--- src/rtl/prec_mac_acc.sv ---
// prec_mac_acc: precision-scalable MAC with grouped accumulation.
// Weight is split into 1/2/4 signed lanes, each saturating into its own slice.
module prec_mac_acc #(
  parameter int AW    = 8,
  parameter int WW    = 8,
  parameter int ACC_W = 56,
  parameter int LEN_W = 8
) (
  input  logic             clk,
  input  logic             rstn,
  input  logic             in_valid,
  output logic             in_ready,
  input  logic [AW-1:0]    a,
  input  logic [WW-1:0]    w,
  input  logic [1:0]       prec,
  input  logic [LEN_W-1:0] len_m1,
  output logic             out_valid,
  input  logic             out_ready,
  output logic [ACC_W-1:0] acc_out,
  output logic [3:0]       sat
);

  typedef enum logic [1:0] {
    IDLE,
    ACC,
    DONE
  } state_t;

  state_t           state;
  logic             rdy;
  logic [1:0]       prec_q;
  logic [LEN_W-1:0] len_q;
  logic [LEN_W:0]   cnt;
  logic [ACC_W-1:0] acc;
  logic             first;
  logic             beat;
  logic [1:0]       mode;
  logic [1:0]       sel;
  logic [ACC_W-1:0] nsum;
  logic [3:0]       nov;
  logic [ACC_W-1:0] nx [3];
  logic [3:0]       ov [3];
  logic signed [AW-1:0] sa;

  assign in_ready = rstn & rdy;
  assign beat     = in_valid & in_ready;
  assign first    = state == IDLE;
  assign sa       = a;
  assign acc_out  = acc;

  // First beat uses live prec; later beats use the latched one.
  assign mode = first ? prec : prec_q;

  always_comb begin
    sel = 2'd0;
    unique case (1'b1)
      mode == 2'b01: sel = 2'd1;
      mode == 2'b10: sel = 2'd2;
      default:       sel = 2'd0;
    endcase
  end

  for (genvar m = 0; m < 3; m++) begin : g_mode
    localparam int K = 1 << m;
    localparam int L = ACC_W / K;
    localparam int Q = WW / K;
    localparam int P = AW + Q;
    logic [ACC_W-1:0] n;
    logic [K-1:0]     o;
    for (genvar i = 0; i < K; i++) begin : g_lane
      logic signed [Q-1:0] wi;
      logic signed [P-1:0] p;
      logic signed [L-1:0] pe;
      logic signed [L-1:0] cur;
      logic signed [L:0]   s;
      assign wi  = w[i*Q +: Q];
      assign p   = P'(sa) * P'(wi);
      assign pe  = L'(p);
      assign cur = acc[i*L +: L];
      assign s   = (L+1)'(cur) + (L+1)'(pe);
      assign o[i] = !first && (s[L] != s[L-1]);
      // Overflow clamps toward the sign of the wide sum.
      assign n[i*L +: L] = first ? pe :
        o[i] ? {s[L], {(L-1){~s[L]}}} :
        s[L-1:0];
    end
    assign nx[m] = n;
    assign ov[m] = 4'(o);
  end

  always_comb begin
    nsum = nx[0];
    nov  = ov[0];
    unique case (1'b1)
      sel == 2'd1: begin
        nsum = nx[1];
        nov  = ov[1];
      end
      sel == 2'd2: begin
        nsum = nx[2];
        nov  = ov[2];
      end
      default: ;
    endcase
  end

  always_ff @(posedge clk) begin
    if (!rstn) begin
      state     <= IDLE;
      rdy       <= 1'b1;
      out_valid <= 1'b0;
      acc       <= '0;
      sat       <= '0;
      cnt       <= '0;
      prec_q    <= '0;
      len_q     <= '0;
    end else begin
      unique case (state)
        IDLE: begin
          if (beat) begin
            prec_q <= prec;
            len_q  <= len_m1;
            acc    <= nsum;
            sat    <= '0;
            cnt    <= (LEN_W+1)'(1);
            if (len_m1 == '0) begin
              state     <= DONE;
              rdy       <= 1'b0;
              out_valid <= 1'b1;
            end else begin
              state <= ACC;
            end
          end
        end
        ACC: begin
          if (beat) begin
            acc <= nsum;
            sat <= sat | nov;
            cnt <= cnt + 1'b1;
            if (cnt == {1'b0, len_q}) begin
              state     <= DONE;
              rdy       <= 1'b0;
              out_valid <= 1'b1;
            end
          end
        end
        DONE: begin
          if (out_ready) begin
            state     <= IDLE;
            rdy       <= 1'b1;
            out_valid <= 1'b0;
          end
        end
        default: state <= IDLE;
      endcase
    end
  end

endmodule

--- config.mk ---
export PLATFORM = sky130hd
export DESIGN_NAME = prec_mac_acc
export DESIGN_NICKNAME = d
export VERILOG_FILES = /design/src/rtl/prec_mac_acc.sv
export SDC_FILE = /design/constraint.sdc
export NUM_CORES = 1
export LEC_CHECK = 0
export ABC_AREA = 0
export CAP_MARGIN = 25
export CORE_ASPECT_RATIO = 0.75
export CORE_MARGIN = 2
export CORE_UTILIZATION = 61
export CTS_CLUSTER_DIAMETER = 150
export DETAILED_ROUTE_END_ITERATION = 7
export PLACE_DENSITY_LB_ADDON = 0.25
export SYNTH_ARGS = -nofsm -noshare
export SYNTH_HDL_FRONTEND = slang
export SYNTH_SLANG_ARGS = --single-unit
--- constraint.sdc ---
create_clock -name clk -period 24.6 [get_ports clk]
set_clock_uncertainty 0.15 [all_clocks]
set_input_delay 6.15 -clock clk [delete_from_list [all_inputs] [get_ports clk]]
set_output_delay 6.15 -clock clk [all_outputs]
set_load 0.01 [all_outputs]
==> results by group <==
Route
  • Routed wire length: 73400 um
  • Total DRC errors in the routed layout: 0
  • Antenna viol nets, final: 0
  • Per-cell routed wire length: about 23 um
  • Router iterations before antenna repair: 8
  • Iteration-0 DRC Markers: 2618
  • Number of vias in the routed layout: about 22000
  • Post-detailed-route via-to-cell ratio: 6.79

Critical path
  • Worst r2r src: acc_out[35]
  • Worst reg-to-reg setup slack: 19.52 ns
  • Worst setup SP type: input port
  • Data required time at the worst endpoint: roughly 25 ns
  • CP Capture Type: flip-flop
  • Cell type with the highest occurrence count on the critical path: inv_1
  • Worst Path Arrival: ~16 ns
  • Worst setup path class: in -> reg
  • Destination of the worst register-to-register timing path: acc_out[38]
  • Slowest cell on the critical path: and2_1
  • Worst Reg2Reg Path Length in Cells: 12
  • Worst setup path start: a[7]
  • Maximum single-stage delay on the critical path: 0.77 ns
  • Maximum fanout along the worst path: 43

Final layout
  • Fill cell instance count of the final layout: between 2000 and 3000
  • Number of diodes: 0
  • Number of nets in the final layout: ~3100
  • Fraction of layout cells with a size suffix above 1: between 2 and 3%
  • Layout area overhead: 7.05%

Yosys
  • Syn Area/Cell: 7.37 sq um
  • Distinct cell type count after synthesis: 93
  • Post-Synthesis Cell Area: 20100 sq um
  • Async set-reset flop share out of synthesis: 0%
  • Fraction of the yosys area taken by sequential cells: 8.28%
  • Mapped Nets: approximately 3100
  • Warnings from Yosys: 0
  • Top flip-flop cell by instance count after synthesis: dfxtp_1
  • Post-synth EDFFs: 0
  • Flip-flop and latch count after synthesis: 83
  • Gate Count Post-Synth: 2724

GRT
  • Vias in the first global route: 19957
  • Maximum number of pins on one net before global-route repair: 57
  • Total overflow reported by the global router: 0
  • Antenna violations before repair: 2
  • Global-route wire length before repair: 112000 um
  • GRT Util Overall: 42.0%

Clock network
  • Clock Latency Late Sink: approximately 0.38 ns
  • CTS max path bufs: 2
  • CTS Hold Bufs: 0
  • Clock root buffer master: clkbuf_16
  • CTS tree: done
  • Sink count of the clock tree: 83
  • Post-CTS setup repair buffer count: 0
  • Quantity of gates resized following cts: 0
  • Number of H-tree levels: 3
  • Clock slew at the register clock pins of the worst setup and hold paths: roughly 0.070 ns
  • Number of buffers inserted during clock tree synthesis: 9

Min path
  • Hold Path Cell Cnt: 1
  • Start point of the worst min-delay path: rdy
  • Min-Delay Path Class: reg -> reg
  • Hold EP: rdy

Floorplan
  • Core Region: approximately 32000 sq um
  • Die Span Y: 161 um
  • Die area: ~34000 sq um
  • Standard-cell row count: 57
  • Number of top-level design ports: between 90 and 100
  • Horizontal extent of the die: 213 um
  • Initial standard-cell utilization of the core: a little over 60%

Timing
  • Pin slew with the least headroom to its limit: slightly below 1 ns
  • Fin worst setup slack: slightly above 9 ns
  • Fin crit share: around 63%
  • Shortest clock period the worst path allows after layout: approximately 15 ns
  • Post-Route Setup TNS: 0 ns
  • Max-slew violation count: 0
  • Total count of hold-check failures in the final report: 0
  • Final Setup Violations: 0
  • Achievable frequency: between 60 and 70 MHz
  • Unrepaired setup endpoints after global routing: false
  • Slew margin rel.: about a third

Placed design
  • HPWL after DPL: a little under 60000 um
  • Count of input and output buffers: a little over 90
  • Final weighted congestion of routability-driven global placement: between 1 and 1.5
  • Placement-stage worst setup slack: a little over 9 ns

Outcome
  • Status: finished, final reports clean

Job
  • Number of max-cap violations: 0
==> critical path, delay by kind of cell <==
family,cells,cell delay [ns]
AO/OA/AOI/OAI,11,3.07
adder cells (fa/ha/maj),6,2.74
AND/OR/NAND/NOR,6,1.94
buffers and inverters,7,1.46
XOR/XNOR,1,0.16
==> metal layers <==
metal	share of wire, %	global-route usage (%)	vias up
li1	-	-	9800
met1	43	61.6	10069
met2	39	58.2	1420
met3	15	13.4	217
met4	3.2	12.2	4
met5	0.038	0	-
==> worst max-delay path by stage <==
| stage | endpoint | slack (ns) | depth (start not counted) |
|---|---|---|---|
| 2_1_floorplan | acc_out[48] | 9.65 | 32 |
| 3_3_place_gp | acc_out[46] | 9.33 | 32 |
| 3_5_place_dp | acc_out[32] | 9.06 | 29 |
| 4_1_cts | acc_out[32] | 9.43 | 29 |
| 5_1_grt | acc_out[32] | 8.55 | 31 |
| 6_report | acc_out[32] | 9.17 | 31 |
==> through the flow <==
step | cells | area (sq um) | utilization, % | hold slack, ns
2_1_floorplan | 2724 | 20100 | - | 0.268
3_3_place_gp | 3149 | 21200 | 65.3 | 0.275
3_5_place_dp | 3150 | 21200 | 65.4 | 0.285
4_1_cts | 3166 | 21500 | 66.3 | 0.300
5_1_grt | 3166 | 21500 | 66.3 | 0.334
6_report | 3166 | 21500 | 66.3 | 0.296
==> state kept, by name (all words and copies together), names as in the netlist <==
signal	count
acc_out	56
cnt	9
len_q	8
sat	4
prec_q	2
state	2
out_valid	1
rdy	1
==> cells by family after synthesis <==
logic type / after synthesis / share of synthesized area, %
mux: 5 / 0.274
simple gates: 790 / 18.6
compound gates: 911 / 29.6
buf+inv: 342 / 6.66
fa+ha+maj: 382 / 27.4
flops: 83 / 8.28
xor+xnor: 211 / 9.21
==> synth_stat cells (all sizes together), types with 7 or more instances <==
cell type | number | share of area, %
ha | 286 | 18
a21oi | 278 | 7.1
nand2 | 253 | 4.7
inv | 219 | 4.1
nor2 | 209 | 3.9
o21ai | 197 | 4.9
xnor2 | 134 | 5.8
clkbuf | 96 | 1.8
fa | 96 | 9.6
dfxtp | 83 | 8.3
xor2 | 77 | 3.4
a21o | 69 | 2.6
nand3 | 54 | 1.3
and2 | 50 | 1.6
nor3 | 46 | 1.3
a31oi | 44 | 1.4
a211oi | 35 | 1.3
nand4 | 35 | 1.1
nor2b | 34 | 1.1
o21a | 30 | 1.1
nand2b | 29 | 0.90
o21bai | 29 | 1.1
o211ai | 27 | 1.1
buf | 26 | 0.74
a22oi | 23 | 0.93
o221ai | 21 | 0.92
or3 | 17 | 0.53
and3 | 15 | 0.47
o22ai | 15 | 0.53
o31ai | 15 | 0.70
or2 | 15 | 0.47
a211o | 13 | 0.57
a221oi | 13 | 0.60
nor3b | 10 | 0.37
o31a | 10 | 0.44
a2111oi | 9 | 0.42
a21boi | 9 | 0.34
nor4 | 9 | 0.28
a41oi | 7 | 0.31
o2111ai | 7 | 0.31
o311ai | 7 | 0.31
==> final cells by class <==
type                            instances  area [sq um]  area share [%]
Multi-Input combinational cell       2299         17100            79.6
Sequential cell                        83          1660            7.74
Timing Repair Buffer                  106          1030            4.80
Inverter                              220           826            3.84
Tap cell                              442           553            2.57
Clock buffer                           12           256            1.19
Clock inverter                          4          56.3           0.262
==> cells in the final DEF, fill, tap and decap left out, types with 69 or more instances in the layout <==
cell type | netlist | final
xnor2_1 | 134 | 132
nor2_1 | 208 | 206
a21oi_1 | 271 | 271
ha_1 | 286 | 286
clkdlybuf4s50_1 | 0 | 91
a21o_1 | 69 | 69
nand2_1 | 253 | 253
dfxtp_1 | 83 | 83
inv_1 | 219 | 219
fa_1 | 96 | 96
xor2_1 | 77 | 77
o21ai_0 | 183 | 183
Power is left out: the tool's default activity adds up to more than one toggle a clock period on the data nets, which glitch-free logic cannot reach.
